## src/rtl/train_sequencer_pkg.sv

```systemverilog
// train_sequencer_pkg: shared state codes and default widths for the training controller
package train_sequencer_pkg;
    localparam int DEF_EPOCH_W = 8;
    localparam int DEF_SAMP_W  = 4;
    localparam int DEF_LOSS_W  = 23;
    localparam int DEF_TIMEOUT = 64;
    typedef logic [2:0] state_t;
    localparam state_t ST_IDLE = 3'd0;
    localparam state_t ST_FWD  = 3'd1;
    localparam state_t ST_BWD  = 3'd2;
    localparam state_t ST_UPD  = 3'd3;
    localparam state_t ST_CLR  = 3'd4;
    localparam state_t ST_DONE = 3'd5;
    localparam state_t ST_ERR  = 3'd6;
endpackage

```

## src/rtl/train_sequencer_if.sv

```systemverilog
// train_sequencer_if: control/status bundle between the training controller and its datapath
interface train_sequencer_if
    import train_sequencer_pkg::*;
#(
    parameter int EPOCH_W = DEF_EPOCH_W,
    parameter int SAMP_W  = DEF_SAMP_W,
    parameter int LOSS_W  = DEF_LOSS_W
);
    logic               start_i;
    logic [EPOCH_W-1:0] num_epochs_i;
    logic [SAMP_W-1:0]  num_samples_i;
    logic [LOSS_W-1:0]  loss_thresh_i;
    logic               f_done_i;
    logic               b_done_i;
    logic [LOSS_W-1:0]  loss_i;
    logic               f_en_o;
    logic               b_en_o;
    logic               init_sel_o;
    logic               zero_acc_o;
    logic               wupd_o;
    logic [EPOCH_W-1:0] epoch_o;
    logic [SAMP_W-1:0]  sample_o;
    logic               busy_o;
    logic               done_o;
    logic               early_stop_o;
    logic               timeout_o;
    modport master (
        output start_i, num_epochs_i, num_samples_i, loss_thresh_i, f_done_i, b_done_i, loss_i,
        input  f_en_o, b_en_o, init_sel_o, zero_acc_o, wupd_o, epoch_o, sample_o, busy_o, done_o,
               early_stop_o, timeout_o
    );
    modport slave (
        input  start_i, num_epochs_i, num_samples_i, loss_thresh_i, f_done_i, b_done_i, loss_i,
        output f_en_o, b_en_o, init_sel_o, zero_acc_o, wupd_o, epoch_o, sample_o, busy_o, done_o,
               early_stop_o, timeout_o
    );
endinterface

```

## src/rtl/train_sequencer_phase_watchdog.sv

```systemverilog
// phase_watchdog: counts enabled cycles since the last clear and flags the final allowed cycle
module phase_watchdog
    import train_sequencer_pkg::*;
#(
    parameter int TIMEOUT = DEF_TIMEOUT
) (
    input  logic clk_i,
    input  logic rst_i,
    input  logic i_clr,
    input  logic i_en,
    output logic o_expire
);
    localparam int CNT_W = TIMEOUT > 2 ? $clog2(TIMEOUT) : 1;
    logic [CNT_W-1:0] r_cnt;
    assign o_expire = i_en && r_cnt == CNT_W'(TIMEOUT - 1);
    // count enabled cycles, holding at the expiry value until cleared
    always_ff @(posedge clk_i) begin
        if (rst_i || i_clr) r_cnt <= '0;
        else if (i_en && !o_expire) r_cnt <= r_cnt + CNT_W'(1);
    end
endmodule

```

## src/rtl/train_sequencer.sv

```systemverilog
// train_sequencer: sequences forward, backprop and update/clear per sample with early stop and watchdog
module train_sequencer
    import train_sequencer_pkg::*;
#(
    parameter int EPOCH_W = DEF_EPOCH_W,
    parameter int SAMP_W  = DEF_SAMP_W,
    parameter int LOSS_W  = DEF_LOSS_W,
    parameter int TIMEOUT = DEF_TIMEOUT
) (
    input logic clk_i,
    input logic rst_i,
    train_sequencer_if.slave bus
);
    state_t             r_state, w_next;
    logic [EPOCH_W-1:0] r_epoch, r_ne, w_ep_inc;
    logic [SAMP_W-1:0]  r_sample, r_ns;
    logic [LOSS_W-1:0]  r_th;
    logic               r_early, r_init;
    logic               w_idle, w_start, w_zero, w_lt, w_last, w_exp, w_clr, w_wd_en;
    assign w_idle   = r_state == ST_IDLE || r_state == ST_DONE || r_state == ST_ERR;
    assign w_start  = w_idle && bus.start_i;
    assign w_zero   = bus.num_epochs_i == '0 || bus.num_samples_i == '0;
    assign w_lt     = bus.loss_i < r_th;
    assign w_last   = r_sample == r_ns - SAMP_W'(1);
    assign w_ep_inc = r_epoch + EPOCH_W'(1);
    assign w_wd_en  = r_state == ST_FWD || r_state == ST_BWD;
    assign w_clr    = w_next != r_state;
    phase_watchdog #(.TIMEOUT(TIMEOUT)) u_wd (
        .clk_i    (clk_i),
        .rst_i    (rst_i),
        .i_clr    (w_clr),
        .i_en     (w_wd_en),
        .o_expire (w_exp)
    );
    // next phase: completion beats a same-cycle watchdog expiry; idle states only react to start
    always_comb begin
        w_next = r_state;
        case (r_state)
            ST_FWD:  w_next = bus.f_done_i ? (w_lt ? ST_DONE : ST_BWD) : (w_exp ? ST_ERR : ST_FWD);
            ST_BWD:  w_next = bus.b_done_i ? ST_UPD : (w_exp ? ST_ERR : ST_BWD);
            ST_UPD:  w_next = ST_CLR;
            ST_CLR:  w_next = (w_last && w_ep_inc == r_ne) ? ST_DONE : ST_FWD;
            default: w_next = bus.start_i ? (w_zero ? ST_DONE : ST_FWD) : (w_idle ? r_state : ST_IDLE);
        endcase
    end
    // state, latched limits and sample/epoch bookkeeping
    always_ff @(posedge clk_i) begin
        if (rst_i) begin
            r_state  <= ST_IDLE;
            r_epoch  <= '0;
            r_sample <= '0;
            r_ne     <= '0;
            r_ns     <= '0;
            r_th     <= '0;
            r_early  <= 1'b0;
            r_init   <= 1'b0;
        end else begin
            r_state <= w_next;
            if (w_start) begin
                r_ne     <= bus.num_epochs_i;
                r_ns     <= bus.num_samples_i;
                r_th     <= bus.loss_thresh_i;
                r_epoch  <= '0;
                r_sample <= '0;
                r_early  <= 1'b0;
                r_init   <= 1'b1;
            end
            if (r_state == ST_FWD && bus.f_done_i && w_lt) r_early <= 1'b1;
            if (r_state == ST_UPD) r_init <= 1'b0;
            if (r_state == ST_CLR) begin
                r_sample <= w_last ? '0 : r_sample + SAMP_W'(1);
                if (w_last) r_epoch <= w_ep_inc;
            end
        end
    end
    assign bus.f_en_o       = r_state == ST_FWD;
    assign bus.b_en_o       = r_state == ST_BWD;
    assign bus.init_sel_o   = r_state == ST_FWD && r_init;
    assign bus.wupd_o       = r_state == ST_UPD;
    assign bus.zero_acc_o   = r_state == ST_CLR;
    assign bus.busy_o       = !w_idle;
    assign bus.done_o       = r_state == ST_DONE;
    assign bus.timeout_o    = r_state == ST_ERR;
    assign bus.early_stop_o = r_early;
    assign bus.epoch_o      = r_epoch;
    assign bus.sample_o     = r_sample;
endmodule

```

## src/flat_wrapper.sv

```systemverilog
// flat-port wrapper written by rule: the top's interface ports become plain ports
module train_sequencer_flat import train_sequencer_pkg::*;
#(
    parameter int EPOCH_W = DEF_EPOCH_W,
    parameter int SAMP_W  = DEF_SAMP_W,
    parameter int LOSS_W  = DEF_LOSS_W,
    parameter int TIMEOUT = DEF_TIMEOUT
)
  (clk_i, rst_i, bus_start_i, bus_num_epochs_i, bus_num_samples_i, bus_loss_thresh_i, bus_f_done_i, bus_b_done_i, bus_loss_i, bus_f_en_o, bus_b_en_o, bus_init_sel_o, bus_zero_acc_o, bus_wupd_o, bus_epoch_o, bus_sample_o, bus_busy_o, bus_done_o, bus_early_stop_o, bus_timeout_o);
  train_sequencer_if #(.EPOCH_W(EPOCH_W), .SAMP_W(SAMP_W), .LOSS_W(LOSS_W)) bus_i ();
  input logic clk_i;
  input logic rst_i;
  input wire logic [$bits(bus_i.start_i)-1:0] bus_start_i;
  input wire logic [$bits(bus_i.num_epochs_i)-1:0] bus_num_epochs_i;
  input wire logic [$bits(bus_i.num_samples_i)-1:0] bus_num_samples_i;
  input wire logic [$bits(bus_i.loss_thresh_i)-1:0] bus_loss_thresh_i;
  input wire logic [$bits(bus_i.f_done_i)-1:0] bus_f_done_i;
  input wire logic [$bits(bus_i.b_done_i)-1:0] bus_b_done_i;
  input wire logic [$bits(bus_i.loss_i)-1:0] bus_loss_i;
  output wire logic [$bits(bus_i.f_en_o)-1:0] bus_f_en_o;
  output wire logic [$bits(bus_i.b_en_o)-1:0] bus_b_en_o;
  output wire logic [$bits(bus_i.init_sel_o)-1:0] bus_init_sel_o;
  output wire logic [$bits(bus_i.zero_acc_o)-1:0] bus_zero_acc_o;
  output wire logic [$bits(bus_i.wupd_o)-1:0] bus_wupd_o;
  output wire logic [$bits(bus_i.epoch_o)-1:0] bus_epoch_o;
  output wire logic [$bits(bus_i.sample_o)-1:0] bus_sample_o;
  output wire logic [$bits(bus_i.busy_o)-1:0] bus_busy_o;
  output wire logic [$bits(bus_i.done_o)-1:0] bus_done_o;
  output wire logic [$bits(bus_i.early_stop_o)-1:0] bus_early_stop_o;
  output wire logic [$bits(bus_i.timeout_o)-1:0] bus_timeout_o;
  assign bus_i.start_i = bus_start_i;
  assign bus_i.num_epochs_i = bus_num_epochs_i;
  assign bus_i.num_samples_i = bus_num_samples_i;
  assign bus_i.loss_thresh_i = bus_loss_thresh_i;
  assign bus_i.f_done_i = bus_f_done_i;
  assign bus_i.b_done_i = bus_b_done_i;
  assign bus_i.loss_i = bus_loss_i;
  assign bus_f_en_o = bus_i.f_en_o;
  assign bus_b_en_o = bus_i.b_en_o;
  assign bus_init_sel_o = bus_i.init_sel_o;
  assign bus_zero_acc_o = bus_i.zero_acc_o;
  assign bus_wupd_o = bus_i.wupd_o;
  assign bus_epoch_o = bus_i.epoch_o;
  assign bus_sample_o = bus_i.sample_o;
  assign bus_busy_o = bus_i.busy_o;
  assign bus_done_o = bus_i.done_o;
  assign bus_early_stop_o = bus_i.early_stop_o;
  assign bus_timeout_o = bus_i.timeout_o;
  train_sequencer #(.EPOCH_W(EPOCH_W), .SAMP_W(SAMP_W), .LOSS_W(LOSS_W), .TIMEOUT(TIMEOUT)) u_core (.clk_i(clk_i), .rst_i(rst_i), .bus(bus_i));
endmodule
```

## config.mk

```make
export PLATFORM = sky130hd
export DESIGN_NAME = train_sequencer_flat
export DESIGN_NICKNAME = d
export VERILOG_FILES = /design/src/rtl/train_sequencer_pkg.sv /design/src/rtl/train_sequencer_if.sv /design/src/rtl/train_sequencer_phase_watchdog.sv /design/src/rtl/train_sequencer.sv /design/src/flat_wrapper.sv
export SDC_FILE = /design/constraint.sdc
export NUM_CORES = 1
export LEC_CHECK = 0
export ABC_AREA = 1
export ABC_CLOCK_PERIOD_IN_PS = 2300
export CORE_MARGIN = 2
export CORE_UTILIZATION = 30
export DETAILED_ROUTE_END_ITERATION = 8
export PLACE_DENSITY = 0.63
export SLEW_MARGIN = 20
export SYNTH_ARGS = -nofsm -noshare
export SYNTH_HDL_FRONTEND = slang
export SYNTH_SLANG_ARGS = --single-unit
```

## constraint.sdc

```tcl
create_clock -name clk_i -period 2.3 [get_ports clk_i]
set_input_delay 0.345 -clock clk_i [delete_from_list [all_inputs] [get_ports clk_i]]
set_output_delay 0.345 -clock clk_i [all_outputs]
set_load 0.01 [all_outputs]
```

# ---- Word level (Yosys, flattened, before mapping)
# Index checks and enable logic that the tools add are counted.
dict set report word_totals {
  inputBits 63
  regBits 58
  elab_cells 62
  out_inout_bits 21
}
dict set report op_classes {
  n_lt_le_gt_ge 1
  addsub 4
  n_eq_ne 10
  reduce_logical 20
  muxes 18
}
# operator count
set op_table {}
lappend op_table {{two-way mux 3 bit} 9}
lappend op_table {{two-way mux 8 bit} 3}
lappend op_table {{less-than comparator 23 bit} 1}
lappend op_table {{two-way mux 4 bit} 3}
lappend op_table {{case mux 3 bit (4 select lines)} 1}
lappend op_table {{equality test 3 bit (second input constant)} 3}
lappend op_table {{adder 8 x 1 -> 8 bit (second input constant)} 1}
lappend op_table {{equality test 8 bit} 1}
lappend op_table {{logical NOT 8 bit} 1}
lappend op_table {{logical AND 1 bit} 7}
lappend op_table {{adder 6 x 1 -> 6 bit (second input constant)} 1}
lappend op_table {{equality test 3 x 2 -> 1 bit (second input constant)} 2}
lappend op_table {{equality test 6 bit (second input constant)} 1}
lappend op_table {{logical OR 1 bit} 5}
lappend op_table {{adder 4 x 1 -> 4 bit (second input constant)} 1}
lappend op_table {{equality test 4 bit} 1}
lappend op_table {{logical NOT 4 bit} 1}
lappend op_table {{nonzero test 2 bit} 2}
lappend op_table {{subtractor 4 x 1 -> 4 bit (second input constant)} 1}
lappend op_table {{equality test 3 x 1 -> 1 bit (second input constant)} 1}
lappend op_table {{logical NOT 3 bit} 1}
lappend op_table {{!= test 3 bit} 1}
lappend op_table {{logical NOT 1 bit} 2}
lappend op_table {{two-way mux 1 bit} 2}
lappend op_table {{OR reduction 2 bit} 1}

# ---- Depth between registers and ports, before layout
dict set report logic_depth {
  word_depth 8
  depth_mapped 17
  mapped_depth_nobuf 17
}

# ---- Modules after synthesis
# Synthesis repeated with hierarchy kept, for this count alone.
dict set report hier_totals {
  hier_cells 528
  area_unflattened_um2 3509.6
}
# mod area_per_inst_um2 cells_per_inst seq_area_each_um2 n_inst
set by_module_without_submodules {}
lappend by_module_without_submodules {train_sequencer 3176.8 481 1041.0 1}
lappend by_module_without_submodules {phase_watchdog 332.8 47 120.1 1}

# ---- Worst setup path before layout
# No wires, ideal clock.
dict set report synth_timing {
  path_type {reg-to-reg}
  start {reg u_core.r_epoch[0], in the netlist u_core.bus.epoch_o[0]}
  end {reg u_core.u_wd.r_cnt[4]}
  setup_slack_ns 0.493
  t_required_ns 2.184
  synth_period_minus_slack_ns 1.807
  setup_ns 0.116
  arrival_time_ns 1.691
  path_stages_with_launch 13
  path_buffers 0
  path_cell_list {dfxtp_1 ha_1 or2_2 nand2_1 nand2_1 a21oi_1 nand3_1 nor2_2 nand3_2 nand3_1 nand2_1 nand4_4 nor2_1}
}
dict set report synth_via {
  elab_chain_cells 7
}
# element line
set synth_rtl {}
lappend synth_rtl {{start, declared} train_sequencer.sv:15} ;# logic [EPOCH_W-1:0] r_epoch, r_ne, w_ep_inc;
lappend synth_rtl {{start signal, assigned} train_sequencer.sv:72} ;# if (w_last) r_epoch <= w_ep_inc;
lappend synth_rtl {{adder 8 x 1 -> 8 bit} train_sequencer.sv:25} ;# assign w_ep_inc = r_epoch + EPOCH_W'(1);
lappend synth_rtl {{equality test 8 bit} train_sequencer.sv:42} ;# ST_CLR: w_next = (w_last && w_ep_inc == r_ne) ? ST_DONE : ST_FWD;
lappend synth_rtl {{logical AND 1 bit} train_sequencer.sv:42}
lappend synth_rtl {{two-way mux 3 bit} train_sequencer.sv:42}
lappend synth_rtl {{case mux 3 bit (4 select lines)} train_sequencer.sv:38} ;# case (r_state)
lappend synth_rtl {{!= test 3 bit} train_sequencer.sv:27} ;# assign w_clr = w_next != r_state;
lappend synth_rtl {{logical OR 1 bit} train_sequencer_phase_watchdog.sv:18} ;# if (rst_i || i_clr) r_cnt <= '0;
lappend synth_rtl {{end signal, assigned} train_sequencer_phase_watchdog.sv:19} ;# else if (i_en && !o_expire) r_cnt <= r_cnt + CNT_W'(1);
lappend synth_rtl {{end, declared} train_sequencer_phase_watchdog.sv:14} ;# logic [CNT_W-1:0] r_cnt;
# Every way passes these cells.
# A chain may end at the register's enable or synchronous reset.

# ---- Final worst setup path
dict set report layout_timing {
  start {reg u_core.r_state[2]}
  end {out bus_wupd_o}
}
dict set report layout_via {
  elab_chain_cells 1
}
# element line
set layout_rtl {}
lappend layout_rtl {{start, declared} train_sequencer.sv:14} ;# state_t r_state, w_next;
lappend layout_rtl {{start signal, assigned} train_sequencer.sv:58} ;# r_state <= w_next;
lappend layout_rtl {{equality test 3 x 2 -> 1 bit} train_sequencer.sv:79} ;# assign bus.wupd_o = r_state == ST_UPD;
lappend layout_rtl {{end, declared} flat_wrapper.sv:24} ;# output wire logic [$bits(bus_i.wupd_o)-1:0] bus_wupd_o;
# Every way passes these cells.

==> flow_summary.yaml <==
synthesis:
  synth_top_cell_area_share_pct: 34.4
  yosysTopAreaCell: "dfxtp_1"
  ys.flop_type: "dfxtp_1"
  seq_area_frac_synth_pct: 34.4
  yosys-top-cells-area: "dfxtp_1, nand2_1, ha_1, a21oi_1, inv_1"
  netlist_area_sq_um: 3380
  synth_edf_count: 0
  synth_most_common_cell: "nand2_1"
  syn-instance-count: 479
  ys_async_sr_fraction_pct: 0
  yosys_warnings: 0
  synth_common_cells: "nand2_1, inv_1, dfxtp_1, a21oi_1, nor2_1"
  ys_seq_elements: 58
  avgSynthCellArea_sq_um: 7.05
  synth_cell_types: 37
  synth_fp_nets: 568
detailed_routing:
  vias: 3314
  drc: 0
  routed_wl_um: 8580
  vias_per_cell: 4.65
  dr.pass1.iters: 4
  drt_first_iter_violations: 136
  wl_per_cell_um: 12.0
  ant_nets: 0
clocking:
  cts_sinks: 58
  insertion_delay_ns: 0.33
  cts-root-buf: "clkbuf_16"
  cts.clk_slew.worst_paths_ns: 0.06
  ctsHoldBuffers: 0
  cts-buffers-inserted: 9
  h-tree-depth: 3
  clk_path_buf_depth: 2
  cts_tree: "yes"
layout:
  fill_cells: 1118
  area_delta_synth_final_pct: 39.3
  final_cell_area_sq_um: 4700
  num_antenna_cells: 0
  drive_gt1_share_pct: 11.5
  final_util_pct: 43.0
  fin_nets: 657
global_route:
  antenna_found_initial: 0
  grtUsageTotal_pct: 14.8
  grt_max_degree: 31
  grt_pass1_wl_um: 14100
  grt_pass1_vias: 3209
  grt_overflow: 0
place:
  placed_area_sq_um: 4380
  dp_hpwl_um: 6520
  place_congestion: 0.890
  io_buffers: 83
power_and_ir_drop:
  seqPwrFrac_pct: 34.8
  p_sw_share_pct: 30.8
  p_per_area_nw_per_um2: 722
  p_sw_mw: 1.05
  p_int_mw: 2.35
  p_clk_share_pct: 38.7
  cellLeakagePower_nw: 1.98
  vdd_drop_max_mv: 0.366
  combPwrFrac_pct: 26.5
worst_setup_path:
  start_kind: "flop"
  max_stage_delay_ns: 0.60
  crit_chain: "inv_2 > nand2_2 > nor2_1 > clkdlybuf4s50_1"
  critical_path.max_fanout: 6
  endpoint_kind: "output port"
  r2r_start: "u_core.r_state[1]"
  crit_end: "bus_wupd_o"
  rrSetupSlack_ns: 0.27
  critPathSlowestCell: "clkdlybuf4s50_1"
  reg2reg_to: "u_core.bus.sample_o[0]"
  cp-startpoint: "u_core.r_state[2]"
  worstPathArrival_ns: 1.86
  crit_type: "flop to output port"
  cp_data_required_time_ns: 1.96
  r2r_cells: 12
timing:
  skew_ns: 0.00614
  tightest_slew_ns: 0.378
  setup_viol: 0
  fin_crit_ns: 2.21
  period_share_pct: 96.0
  maxSlewViolCount: 0
  hold_violations: 0
  relSlewSlack_pct: 74.7
  fmax_ghz: 0.453
die:
  rows: 38
  ioPinCount: 84
  die_y_um: 110
  initial_utilization_pct: 30.9
  core_sq_um: 10900
  die_x_um: 110
  dieArea_sq_um: 12100
run:
  maxCapViolCount: 0
run_status:
  status: "completed"
worst_hold_path:
  hp-class: "flop to flop"
==> placed cells by master (no fill, tap or decap), types with 4 or more instances in the layout <==
cell and count:
nand2_1 97, clkdlybuf4s50_1 83, inv_1 60, dfxtp_1 57, a21oi_1 51, o21ai_0 33
nor2_1 32, nand3_1 28, ha_1 26, nor2_2 12, inv_2 9, o21ai_1 9
clkbuf_16 9, buf_4 9, xor2_1 8, xnor2_1 6, nand3_2 4
==> kinds of logic (layout without fill, tap and decap cells) <==
group	after synthesis	count (layout)	synth area share, %
multiplexers	1	1	0.296
AO/OA/AOI/OAI	104	104	16.2
adder cells (fa/ha/maj)	26	26	9.63
AND/OR/NAND/NOR	193	193	26.2
XOR/XNOR	14	14	3.63
buffers and inverters	83	177	9.67
flip-flops	58	58	34.4
==> power by group through the flow <==
| stage | Clock (mW) | Sequential (mW) | Combinational [mW] |
|---|---|---|---|
| after detailed placement | 0 | 1.20 | 0.888 |
| after global routing | 1.40 | 1.19 | 1.03 |
| after floorplan | 0 | 1.19 | 0.597 |
| after global placement | 0 | 1.20 | 0.867 |
| after CTS | 1.36 | 1.18 | 0.894 |
| final | 1.31 | 1.18 | 0.899 |
==> critical path: cells and delay by family, from the launching register on <==
| family | cells | cell delay, ns |
|---|---|---|
| buffers and inverters | 2 | 0.75 |
| DFF | 1 | 0.38 |
| and+or+nand+nor | 2 | 0.40 |
==> worst min-delay path by stage <==
stage,startpoint,to,slack (ns),depth (start not counted)
after floorplan,u_core.r_th[10],u_core.r_th[10],0.43,2
after global placement,u_core.r_th[10],u_core.r_th[10],0.44,2
after detailed placement,u_core.r_th[1],u_core.r_th[1],0.45,2
after CTS,u_core.r_th[18],u_core.r_th[18],0.46,2
after global routing,u_core.r_th[17],u_core.r_th[17],0.47,2
final,u_core.r_th[10],u_core.r_th[10],0.45,2
==> through the flow <==
stage	TNS [ns]	hold slack (ns)	instances	power [mW]	setup WS, ns
5_1_grt	-0.00107	0.472	713	3.63	-0.00107
4_1_cts	0	0.460	712	3.44	0.0504
3_5_place_dp	-1.28	0.449	696	2.09	-0.212
3_3_place_gp	-0.880	0.443	696	2.07	-0.149
6_report	0	0.455	713	3.40	0.0921
2_1_floorplan	0	0.433	479	1.79	0.493
==> layout make-up <==
class	instances	area, sq um	area share [%]
clock buffer	9	225	4.79
clock inverter	7	70.1	1.49
inverter	69	259	5.51
multi-input combinational	338	1910	40.7
sequential	58	1160	24.7
tap	140	175	3.72
timing repair buffer	92	898	19.1
==> registers in the layout (all words and copies together), names as in the netlist <==
| name | cells |
|---|---|
| u_core.bus.early_stop_o | 1 |
| u_core.bus.epoch_o | 8 |
| u_core.bus.sample_o | 4 |
| u_core.r_init | 1 |
| u_core.r_ne | 8 |
| u_core.r_ns | 4 |
| u_core.r_state | 3 |
| u_core.r_th | 23 |
| u_core.u_wd.r_cnt | 6 |
==> metal layers <==
layer / GRT usage, % / vias up / wire length (um)
met4: 4.46 / 0 / 72
met3: 5.17 / 9 / 560
met2: 25.3 / 77 / 4110
li1: - / 1744 / -
met5: 0 / - / 0
met1: 17.5 / 1484 / 3840
==> what timing repair did <==
action,4_1_cts,5_1_grt
setup buffers,0,1
gates resized for setup,0,9
endpoints found under the setup margin,0,7
Power figures use the tool's default switching activity.
